$ cat src/rtl/issue_ctrl.sv
// Issue controller between decode and execute: a 32-entry writeback
// scoreboard for RAW/WAW hazards, a one-outstanding load/store gate, and a
// saturating stall-cycle counter for performance monitoring.
module issue_ctrl (
  input  logic        clk,
  input  logic        rst_n,
  input  logic        id_valid_i,
  input  logic [4:0]  rs1_idx_i,
  input  logic [4:0]  rs2_idx_i,
  input  logic [4:0]  rd_idx_i,
  input  logic [1:0]  rs1_type_i,
  input  logic [1:0]  rs2_type_i,
  input  logic        wb_i,
  input  logic        visit_i,
  input  logic        ex_ready_i,
  input  logic        flush_i,
  input  logic        wb_valid_i,
  input  logic [4:0]  wb_idx_i,
  input  logic        mem_done_i,
  output logic        issue_o,
  output logic        stall_o,
  output logic [31:0] busy_o,
  output logic        mem_busy_o,
  output logic [31:0] stall_cnt_o
);

  // Register index width and the source-type code that reads the register
  // file (PC and immediate sources use other codes and never hazard).
  localparam int         REG_IDX = 5;
  localparam logic [1:0] RS_RAW  = 2'b00;

  typedef enum logic {
    MEM_IDLE = 1'b0,
    MEM_BUSY = 1'b1
  } mem_state_t;

  mem_state_t          mem_state;
  mem_state_t          mem_state_next;
  logic [31:0]         busy;
  logic [31:0]         busy_next;
  logic [31:0]         stall_cnt;
  logic                mem_busy;
  logic                hazard;
  logic                rs1_hazard;
  logic                rs2_hazard;
  logic                rd_hazard;
  logic                mem_hazard;
  logic                issue;
  logic                stall;
  logic [REG_IDX-1:0]  rd_idx;

  assign rd_idx = rd_idx_i;

  // Hazard detection looks only at registered state: a retiring writeback or
  // completing load/store releases its dependents one cycle later.
  always_comb begin
    rs1_hazard = (rs1_type_i == RS_RAW) && busy[rs1_idx_i];
    rs2_hazard = (rs2_type_i == RS_RAW) && busy[rs2_idx_i];
    rd_hazard  = wb_i && (rd_idx != '0) && busy[rd_idx];
    mem_hazard = visit_i && mem_busy;
    hazard     = rs1_hazard || rs2_hazard || rd_hazard || mem_hazard;
  end

  // Issue/stall decision for the current decode slot; a flush squashes the
  // slot so it neither issues nor counts as a stall.
  always_comb begin
    issue = rst_n && id_valid_i && !flush_i && !hazard && ex_ready_i;
    stall = rst_n && id_valid_i && !flush_i && (hazard || !ex_ready_i);
  end

  // Next scoreboard: clear the retiring register, then set the issuing
  // destination so a same-index set overrides the clear. x0 never tracks.
  always_comb begin
    busy_next = busy;
    if (wb_valid_i && (wb_idx_i != '0)) begin
      busy_next[wb_idx_i] = 1'b0;
    end
    if (issue && wb_i && (rd_idx != '0)) begin
      busy_next[rd_idx] = 1'b1;
    end
    busy_next[0] = 1'b0;
  end

  // Scoreboard register.
  always_ff @(posedge clk) begin
    if (!rst_n) begin
      busy <= '0;
    end else begin
      busy <= busy_next;
    end
  end

  // Memory FSM state register.
  always_ff @(posedge clk) begin
    if (!rst_n) begin
      mem_state <= MEM_IDLE;
    end else begin
      mem_state <= mem_state_next;
    end
  end

  // Memory FSM next state: a load/store issuing claims the port until its
  // completion; completions seen while idle are stale and ignored.
  always_comb begin
    mem_state_next = mem_state;
    case (mem_state)
      MEM_IDLE: begin
        if (issue && visit_i) begin
          mem_state_next = MEM_BUSY;
        end
      end
      MEM_BUSY: begin
        if (mem_done_i) begin
          mem_state_next = MEM_IDLE;
        end
      end
      default: mem_state_next = MEM_IDLE;
    endcase
  end

  // Memory FSM outputs.
  always_comb begin
    mem_busy = (mem_state == MEM_BUSY);
  end

  // Stall-cycle counter, saturating at all ones so it never wraps to a
  // misleadingly small value.
  always_ff @(posedge clk) begin
    if (!rst_n) begin
      stall_cnt <= '0;
    end else if (stall && (stall_cnt != 32'hFFFF_FFFF)) begin
      stall_cnt <= stall_cnt + 32'd1;
    end
  end

  assign issue_o     = issue;
  assign stall_o     = stall;
  assign busy_o      = busy;
  assign mem_busy_o  = mem_busy;
  assign stall_cnt_o = stall_cnt;

endmodule

$ cat config.mk
export PLATFORM = sky130hd
export DESIGN_NAME = issue_ctrl
export DESIGN_NICKNAME = d
export VERILOG_FILES = /design/src/rtl/issue_ctrl.sv
export SDC_FILE = /design/constraint.sdc
export NUM_CORES = 1
export LEC_CHECK = 0
export BUFFER_PORTS_ARGS = -buffer_cell sky130_fd_sc_hd__buf_2
export CORE_ASPECT_RATIO = 0.5
export CORE_UTILIZATION = 53
export CTS_CLUSTER_DIAMETER = 60
export DETAILED_ROUTE_END_ITERATION = 12
export PLACE_DENSITY = 0.8
export SLEW_MARGIN = 20
export SYNTH_ARGS = -nofsm -noshare
export SYNTH_HDL_FRONTEND = slang
export SYNTH_SLANG_ARGS = --single-unit
export TNS_END_PERCENT = 50
$ cat constraint.sdc
create_clock -name clk -period 4.32 [get_ports clk]
set_clock_uncertainty 0.1 [all_clocks]
set_input_delay 0.864 -clock clk [delete_from_list [all_inputs] [get_ports clk]]
set_output_delay 0.864 -clock clk [all_outputs]
set_load 0.05 [all_outputs]
# Word level (Yosys, flattened, before mapping)
# Index checks and enable logic that the tools add are counted.
# word_totals
reg_bits	65
latchBits	0
ram_bits	0
romBits	0
inputBits	33
output_inout_bits	67
word_cells	59
mem_count	0
# classes
addsub	1
mul	0
n_div	0
n_lt_le_gt_ge	6
n_eq_ne	1
shift	0
muxes	15
bitwise	4
reduce_logical	28
# ops
operator	count
$mux 32	2
$add 32x1->32 const B	1
$and 32x32->32	1
$ne 32x32->1 const B	1
$not 32->32	1
$or 32x32->32	1
$lt 5x6->1 const B	4
$logic_and 1x1->1	17
$bmux 1 s5	3
$demux 1 s5	2
$ge 5x1->1 const B	2
$reduce_bool 5->1	2
$mux 1	7
$logic_not 2->1	2
$logic_or 1x1->1	4
$logic_not 1->1	3
$pmux 1 s2	1
$not 1->1	1

# Depth between registers and ports, before layout
# depth
word_depth	12
depth_mapped	12
mapped_depth_nobuf	8

# Worst setup path after synthesis
# Ideal clock, no wire load.
# synth_path
path_kind	input -> output
startpoint	input port rs2_idx_i[0]
endpoint	output port stall_o
arrival_time_ns	3.160
required_ns	3.356
setup_slack_ns	0.196
path_stages	6
n_path_buf	1
path_cell_list	clkbuf_1 > mux4_2 > or3_1 > a311o_1 > o211a_2 > nor2_1
# synth_via
elab_chain_cells	8
# synth_lines
item	line	source
start: declaration	9	input logic [4:0] rs2_idx_i,
$bmux 1 s5	58	rs2_hazard = (rs2_type_i == RS_RAW) && busy[rs2_idx_i];
$mux 1 (not written as such)	58	
$logic_and 1x1->1	58	
$logic_or 1x1->1 (3 in a row)	61	hazard = rs1_hazard || rs2_hazard || rd_hazard || mem_hazard;
$logic_or 1x1->1	68	stall = rst_n && id_valid_i && !flush_i && (hazard || !ex_ready_i);
$logic_and 1x1->1	68	
end: declaration	21	output logic stall_o,
# No other way between the ends. The select of a mux whose other input is x is not followed.

# Worst setup path in the final report
# layout_path
startpoint	input port rd_idx_i[1]
endpoint	output port stall_o
# layout_via
elab_chain_cells	7
elab_cells_between_ends	9
classes_between	mux: 2; reduce/logical: 7
# layout_lines
item	line	source
start: declaration	10	input logic [4:0] rd_idx_i,
$bmux 1 s5 or $reduce_bool 5->1 (tied branches)	59	rd_hazard = wb_i && (rd_idx != '0) && busy[rd_idx];
$mux 1 (not written as such) or $logic_and 1x1->1 (tied branches)	59	
$logic_and 1x1->1 *	59	
$logic_or 1x1->1 * (2 in a row)	61	
$logic_or 1x1->1 *	68	
$logic_and 1x1->1 *	68	
# Every way passes the cells marked *; elsewhere a longest branch is shown, timed or not. The select of a mux whose other input is x is not followed.

==> reports/summary.txt <==
status: finished clean
post-synthesis compound-gate area fraction: 22.1%
post-layout util: 68.7%
sequential power share: 40.0%
Worst R2R Setup Slack: 1220 ps
Starting DRT DRC Count: 434
WHS: 391 ps
dpl hpwl: 7850 um
most common cell in the netlist: dfxtp_1
Yosys top cell by area: dfxtp_1
clock latency on the worst-skew pair: 340 ps
fin cells: 611
share of layout cells above drive strength 1: 29.9%
worst-case reg-to-reg path depth: 9
ant diodes: 0
Pre-antenna DRT Iters: 5
r2r endpoint: stall_cnt_o[14]
Distinct cells, synth: 67
Post-DP Area: 4430 um^2
Syn Area/Cell: 9.20 um^2
Post-CTS Repair Setup Buffers: 0
GRT Resource Usage Total: 31.8%
Pint: 1.14 mW
Die Ht: 62.9 um
worst-path maximum fanout: 19
TritonCTS Buffers: 9
Critical Path RT: 3360 ps
Die Span X: 124 um
Final Setup Violations: 0
minimum clock period: 4010 ps
Post-Place Setup Slack: 329 ps
drc violations: 0
CP arrival: 3050 ps
HP Class: reg -> reg
clk slew on worst S/H paths: 50 ps
switching share of power: 23.2%
Top FF cell, synth: dfxtp_1
Pins Over Slew Limit: 0
Slew headroom: 53.6%
# clock sinks: 64
final hold violation count: 0
peak supply drop: 0.237 mV
post-synthesis mux area share: 14.4%
hold path endpoint: mem_busy_o
synthesized-area fraction occupied by and/or/nand/nor cells: 23.9%
site row count: 21
critical path launch point type: input port
setup ws final: 307 ps
drt wl/cell: 18.8 um
Bufs on Longest Clock Path: 2
sequential area share after synthesis: 32.6%
Syn Nets: 461
pwr/cell area: 313 nW/um^2
net switching power: 344 uW
yosys warns: 0
Antenna Violating Nets Remaining: 0
XOR/XNOR share of the synthesized area: 2.45%
fin crit share: 92.9%
Synth Area in Adders: 0.318%
grt ovf: 0
vias per inst: 6.39
Synth-to-Final Area Change: 20.8%
Die ar.: 7780 um^2
Hold Startpoint: mem_busy_o
share of total power in the clock network: 51.3%
vias in the first global route: 3598
hold path cells: 2
Fmax: 249 MHz
largest net degree at the start of global routing: 49
CP Capture Type: output port
H-tree depth: 3
first-pass GRT wire length: 18700 um
CTS resizes: 0
NumNets Final: 548
hold buffer count at cts: 0
Placed Cells: 595
largest cells by area after synthesis: dfxtp_1 (33%), mux4_2 (6.9%), o211ai_1 (6.1%)
initial antenna violation count: 0
post-route cell area: 4750 um^2
Commonest cells post-synth: dfxtp_1 (64), o21ai_0 (40), o211ai_1 (32)
RSZ-0062 raised after global routing: false
gpl congestion: 0.949
largest family of logic cells by synthesized area: simple AND/OR/NAND/NOR gates
Core ar.: 6910 um^2
root buffer cell: clkbuf_16
Combinational Power Share: 8.8%
pin slew with the least headroom to its limit: 690 ps
Setup TNS Final: 0 ps
Yosys reg bits: 64
Initial Util: 56.9%
Netlist Area Pre-Place: 3930 um^2
Synth top area share: 32.6%
Pleak: 1.90 nW
port bufs: 98
final WL: 11500 um
Post-synth EDFFs: 0
CTS tree: yes
Power, Total: 1.49 mW
FF-to-FF Start: busy_o[7]
Post-synth ARST share: 0%
Max Cap Viol: 0
WS Path Type: in -> out
Mapped Cells: 427
IO Pins: 100
via count of the routed design: 3903
==> registers in the layout (all words and copies together) (netlist names) <==
signal and cells:
stall_cnt_o 32, busy_o 31, mem_busy_o 1
==> worst max-delay path by stage <==
stage               slack [ps]       to          from
floorplan                  200  stall_o  rs2_idx_i[0]
global placement           400  stall_o   rd_idx_i[1]
detailed placement         330  stall_o   rd_idx_i[1]
CTS                        330  stall_o   rd_idx_i[1]
global route               180  stall_o   rd_idx_i[1]
finish                     310  stall_o   rd_idx_i[1]
==> routing by layer <==
layer  vias up  wire, um  track usage [%]
met5         -         0                0
met4         0       284             14.6
met3        29       972             8.49
met2       200      5260             47.9
met1      1838      4970             42.1
li1       1836         -                -
==> layout by cell type, fill, tap and decap left out, types with 6 or more instances in the layout <==
cell type,instances
buf_2,98
dfxtp_1,64
o21ai_0,40
o211ai_1,32
nor2_1,25
nand3_1,23
nand2_1,22
mux2i_1,15
mux4_2,12
nor3_1,12
nand4_1,12
a21oi_1,12
or3_1,10
clkbuf_16,9
inv_1,8
nand3b_1,8
and3_1,8
mux2_2,6
o21a_1,6
xnor2_1,6
==> final cells by class <==
class,instances,area (um^2)
Clock buffer,14,284
Clock inverter,2,35.0
Fill cell,570,2160
Inverter,8,30.0
Multi-Input combinational cell,330,2490
Sequential cell,64,1280
Tap cell,92,115
Timing Repair Buffer,101,513
==> logic make-up (layout without fill, tap and decap cells) <==
| family | Yosys count | in the layout |
|---|---|---|
| other | 1 | 1 |
| xor gates and xnor gates | 11 | 11 |
| adders and majority gates | 1 | 1 |
| and+or+nand+nor | 159 | 159 |
| AOI/OAI and AO/OA | 122 | 122 |
| muxes | 36 | 36 |
| DFF | 64 | 64 |
| buffers and inverters | 33 | 125 |
==> critical path, cell delays in order <==
cell and delay, ps:
buf_2 350, mux2_2 380, o311ai_0 280, nor3_1 100
nor4_2 430, o211a_2 350, nor2_1 60, buf_2 210
==> power by group through the flow <==
stage	Clock (mW)	Sequential [mW]	Combinational, mW
6_report	0.763	0.594	0.130
5_1_grt	0.799	0.594	0.141
4_1_cts	0.770	0.594	0.128
3_5_place_dp	0	0.607	0.128
3_3_place_gp	0	0.607	0.127
2_1_floorplan	0	0.611	0.0842
Note: power is estimated with default switching activity, not from simulation.
